`src/rtl/seven_seg_scan_controller.sv`:
```
// Avalon-MM slave that scans NUM_DIGITS 5-bit digit codes onto one shared
// segment decoder, with a blanking gap between digits to suppress ghosting.
module seven_seg_scan_controller #(
   parameter int          NUM_DIGITS   = 4,
   parameter logic [15:0] DIV_RESET    = 16'd49999,
   parameter int          BLANK_CYCLES = 16
) (
   input  logic                  clk,
   input  logic                  reset,
   input  logic [3:0]            address,
   input  logic                  chipselect,
   input  logic                  write,
   input  logic                  read,
   input  logic [31:0]           writedata,
   output logic [31:0]           readdata,
   output logic [4:0]            digit_code,
   output logic [NUM_DIGITS-1:0] digit_en_n
);

   localparam logic [1:0]  ST_IDLE    = 2'd0;
   localparam logic [1:0]  ST_BLANK   = 2'd1;
   localparam logic [1:0]  ST_SHOW    = 2'd2;
   localparam logic [4:0]  CODE_BLANK = 5'h10;
   localparam logic [15:0] BLANK_LOAD = 16'(BLANK_CYCLES - 1);
   localparam logic [2:0]  LAST_IDX   = 3'(NUM_DIGITS - 1);

   logic [NUM_DIGITS-1:0][4:0] digit_reg;
   logic                       enable;
   logic [15:0]                divider;
   logic [15:0]                cnt;
   logic [2:0]                 index;
   logic [1:0]                 state;
   logic                       wr_en;
   logic                       rd_en;
   logic [31:0]                rd_mux;
   logic [4:0]                 cur_code;
   logic                       unused_wdata;

   assign wr_en        = chipselect && write;
   assign rd_en        = chipselect && read;
   assign unused_wdata = ^writedata[31:16];

   // Unused digit slots and unmapped addresses fall through to zero.
   always_comb begin
      rd_mux   = '0;
      cur_code = CODE_BLANK;
      for (int i = 0; i < NUM_DIGITS; i++) begin
         if (address == 4'(i)) rd_mux = {27'd0, digit_reg[i]};
         if (index == 3'(i))   cur_code = digit_reg[i];
      end
      case (address)
         4'd8:    rd_mux = {31'd0, enable};
         4'd9:    rd_mux = {16'd0, divider};
         4'd10:   rd_mux = {28'd0, state == ST_SHOW, index};
         default: ;
      endcase
   end

   // Read mux sees pre-edge registers, so read+write of one register returns the old value.
   always_ff @(posedge clk) begin
      if (reset) begin
         readdata  <= '0;
         digit_reg <= {NUM_DIGITS{CODE_BLANK}};
         enable    <= 1'b0;
         divider   <= DIV_RESET;
      end else begin
         if (rd_en) readdata <= rd_mux;
         if (wr_en) begin
            for (int i = 0; i < NUM_DIGITS; i++)
               if (address == 4'(i)) digit_reg[i] <= writedata[4:0];
            if (address == 4'd8) enable  <= writedata[0];
            if (address == 4'd9) divider <= writedata[15:0];
         end
      end
   end

   // cnt is shared: blank gap countdown in BLANK, dwell countdown in SHOW.
   always_ff @(posedge clk) begin
      if (reset || !enable) begin
         state      <= ST_IDLE;
         index      <= '0;
         cnt        <= '0;
         digit_code <= CODE_BLANK;
         digit_en_n <= '1;
      end else begin
         case (state)
            ST_IDLE: begin
               state <= ST_BLANK;
               index <= '0;
               cnt   <= BLANK_LOAD;
            end
            ST_BLANK: begin
               if (cnt == 16'd0) begin
                  state      <= ST_SHOW;
                  digit_code <= cur_code;
                  digit_en_n <= ~(NUM_DIGITS'(1) << index);
                  cnt        <= divider;
               end else begin
                  cnt <= cnt - 16'd1;
               end
            end
            ST_SHOW: begin
               if (cnt == 16'd0) begin
                  state      <= ST_BLANK;
                  digit_code <= CODE_BLANK;
                  digit_en_n <= '1;
                  index      <= (index == LAST_IDX) ? 3'd0 : index + 3'd1;
                  cnt        <= BLANK_LOAD;
               end else begin
                  cnt <= cnt - 16'd1;
               end
            end
            default: begin
               state      <= ST_IDLE;
               digit_code <= CODE_BLANK;
               digit_en_n <= '1;
            end
         endcase
      end
   end

endmodule

```
`config.mk`:
```
export PLATFORM = sky130hd
export DESIGN_NAME = seven_seg_scan_controller
export DESIGN_NICKNAME = d
export VERILOG_FILES = /design/src/rtl/seven_seg_scan_controller.sv
export SDC_FILE = /design/constraint.sdc
export NUM_CORES = 1
export LEC_CHECK = 0
export ABC_CLOCK_PERIOD_IN_PS = 2250
export BUFFER_PORTS_ARGS = -buffer_cell sky130_fd_sc_hd__buf_2
export CAP_MARGIN = 10
export CORE_AREA = 3 3 74 128
export DETAILED_ROUTE_END_ITERATION = 7
export DIE_AREA = 0 0 77 131
export PLACE_DENSITY = 0.82
export SLEW_MARGIN = 20
export SYNTH_ARGS = -nofsm -noshare
export SYNTH_HDL_FRONTEND = slang
export SYNTH_SLANG_ARGS = --single-unit
```
`constraint.sdc`:
```
create_clock -name clk -period 2.25 [get_ports clk]
set_input_delay 0.5625 -clock clk [delete_from_list [all_inputs] [get_ports clk]]
set_output_delay 0.5625 -clock clk [all_outputs]
set_load 0.01 [all_outputs]
```
==> flow_metrics.env <==
export IMPL_fin_skew_ns=0.006627
export IMPL_crit_path_top_delay_cell="or4b_1"
export IMPL_yosys_area_top_type="dfxtp_1"
export IMPL_synth_top_cell_area_share_pct=39.54
export IMPL_yosys_top_cells_count="dfxtp_1 (83), nor2_1 (45), a21oi_1 (35), nand2_1 (33), clkbuf_1 (21)"
export IMPL_setup_tns_ns=0
export IMPL_final_max_slew_viol_count=0
export IMPL_numCtsBuffers=9
export IMPL_insertion_delay_ns=0.34
export IMPL_grt_pass1_wl_um=18290
export IMPL_die_w_um=77
export IMPL_routed_via_density=5.940
export IMPL_worst_path_buf_inv=2
export IMPL_crit_required_ns=2.48
export IMPL_setup_violations=0
export IMPL_relSlewSlack_pct=63.32
export IMPL_grt_max_degree=51
export IMPL_final_area_mm2=0.004905
export IMPL_drt_iter0_drc=205
export IMPL_synth_ff_type="dfxtp_1"
export IMPL_fin_nets=584
export IMPL_clk_pin_slew_ns=0.07
export IMPL_preCtsSetupSlack_ns=0.1295
export IMPL_outcome="complete, no violations"
export IMPL_cp_top_family="simple AND/OR/NAND/NOR gates"
export IMPL_postPlaceCellArea_mm2=0.004611
export IMPL_avgSynthCellArea_um2=8.811
export IMPL_synth_most_common_cell="dfxtp_1"
export IMPL_firstDrtPassIters=6
export IMPL_antenna_diode_count=0
export IMPL_ant_nets=0
export IMPL_largest_register_ffs=20
export IMPL_hold_violations=0
export IMPL_portBuffers=49
export IMPL_cpPeakStageDelay_ns=0.63
export IMPL_grt_pass1_vias=3791
export IMPL_post_cts_resized=0
export IMPL_timing_critical_path_to="index[2]"
export IMPL_layout_drive_gt1_share_pct=20.82
export IMPL_r2r_cells=8
export IMPL_tightest_slew_ns=0.5460
export IMPL_peakVddDrop_mv=0.5524
export IMPL_rr_startpoint="cnt[0]"
export IMPL_ys_types=58
export IMPL_fin_crit_ns=2.167
export IMPL_leakagePower_nw=1.973
export IMPL_synth_area_leaders="dfxtp_1 (40%), a21oi_1 (4.2%), nor2_1 (4.0%), mux2i_1 (3.8%), a22oi_1 (3.6%)"
export IMPL_die_h_um=131
export IMPL_fmax_mhz=461.4
export IMPL_ys_ff_latch=83
export IMPL_r2r_end="index[2]"
export IMPL_htree_levels=3
export IMPL_synth_warnings=0
export IMPL_grt_overflow_total=0
export IMPL_fin_cells=655
export IMPL_async_flop_share_pct=0
export IMPL_synth_edf_count=0
export IMPL_post_cts_repair_setup_buffers=0
export IMPL_drv_cap=0
export IMPL_cp_max_fo=5
export IMPL_criticalPathCategory="flip-flop to flip-flop"
export IMPL_cts_sinks=83
export IMPL_finalCritPeriodShare_pct=96.33
export IMPL_hold_buffers=0
export IMPL_clockBufferDepth=2
export IMPL_grtUsageTotal_pct=23.18
export IMPL_worstPathArrival_ns=2.40
export IMPL_r2r_slack_ns=0.08
export IMPL_dp_cells=639
export IMPL_cp_end_kind="flip-flop"
export IMPL_die_area_mm2=0.01009
export IMPL_gp_congestion=0.9058
export IMPL_io_pins=82
export IMPL_seq_area_frac_synth_pct=39.54
export IMPL_drt_wl_total_um=11380
export IMPL_cp_num_cells=8
export IMPL_syn_to_final_growth_pct=16.70
export IMPL_synth_cells=477
export IMPL_worstPathCellList="inv_1 > ha_1 > or4b_1 > nor4_4 > buf_4 > nand2_1 > a21oi_1 > nor3_1"
export IMPL_whs_ns=0.4175
export IMPL_initial_core_util_pct=48.79
export IMPL_p_total_mw=3.098
export IMPL_rsz0062_at_grt="false"
export IMPL_synth_area_mm2=0.004203
export IMPL_core_area_mm2=0.008615
export IMPL_drc=0
export IMPL_power_density_mw_per_mm2=631.6
export IMPL_crit_start="cnt[0]"
export IMPL_fin_util_pct=56.94
export IMPL_antenna_found_initial=0
export IMPL_hpwl_um=8565
export IMPL_routedWlPerCell_um=17.38
export IMPL_hp_class="input pin to flip-flop"
export IMPL_setup_slack_ns=0.08251
export IMPL_route_vias_total=3891
export IMPL_rows=45
export IMPL_cts_tree="done"
export IMPL_cts_root_buffer="clkbuf_16"
export IMPL_cp_start_kind="flip-flop"
metal layers:
metal,track usage [%],part of all wire [%]
met4,15.41,5.7
met2,45.43,55
met5,0,0
met3,4.870,4.4
met1,21.22,35
layout make-up:
| type | count | area (µm²) |
|---|---|---|
| Clock buffer | 10 | 239.0 |
| Clock inverter | 6 | 55.05 |
| Fill cell | 746 | 3710 |
| Inverter | 16 | 60.06 |
| Multi-Input combinational cell | 347 | 2295 |
| Sequential cell | 83 | 1662 |
| Tap cell | 117 | 146.4 |
| Timing Repair Buffer | 76 | 447.9 |
cells in the final DEF, fill, tap and decap left out, drive strengths merged, types with 3 or more instances in the layout:
master,count
dfxtp,83
buf,76
nor2,45
a21oi,36
nand2,33
nand3,21
a22oi,20
inv,20
o21ai,19
nor3,18
mux2i,16
conb,16
a211o,15
nor2b,14
ha,10
clkbuf,10
a31oi,8
o31ai,7
nor4,6
nand2b,5
a22o,5
and3,5
nand4,5
or4,5
mux4,4
or3,4
o311ai,4
a21o,3
power by group:
part           switching [mW]  internal [mW]
logic                   0.103         0.0548
clock network           0.653          0.801
registers             0.00754           1.48
total                   0.763           2.33
worst min path at each step:
stage | slack (ns) | end | startpoint | cells past startpoint
2_1_floorplan | 0.44 | digit_reg[10] | digit_reg[10] | 2
3_3_place_gp | 0.45 | digit_reg[10] | digit_reg[10] | 2
3_5_place_dp | 0.46 | digit_reg[10] | digit_reg[10] | 2
4_1_cts | 0.41 | divider[14] | writedata[14] | 2
5_1_grt | 0.42 | divider[14] | writedata[14] | 2
6_report | 0.42 | divider[14] | writedata[14] | 2
logic make-up (layout without fill, tap and decap cells):
group	Yosys count	count (layout)	share of synthesized area, %
compound gates	132	132	21.64
other cells	1	16	0.08923
simple gates	167	167	21.97
mux	21	21	6.222
flops	83	83	39.54
buf+inv	62	108	7.353
fa+ha+maj	10	10	2.977
xor+xnor	1	1	0.2084
No activity file was read; power rests on OpenSTA's default activity.
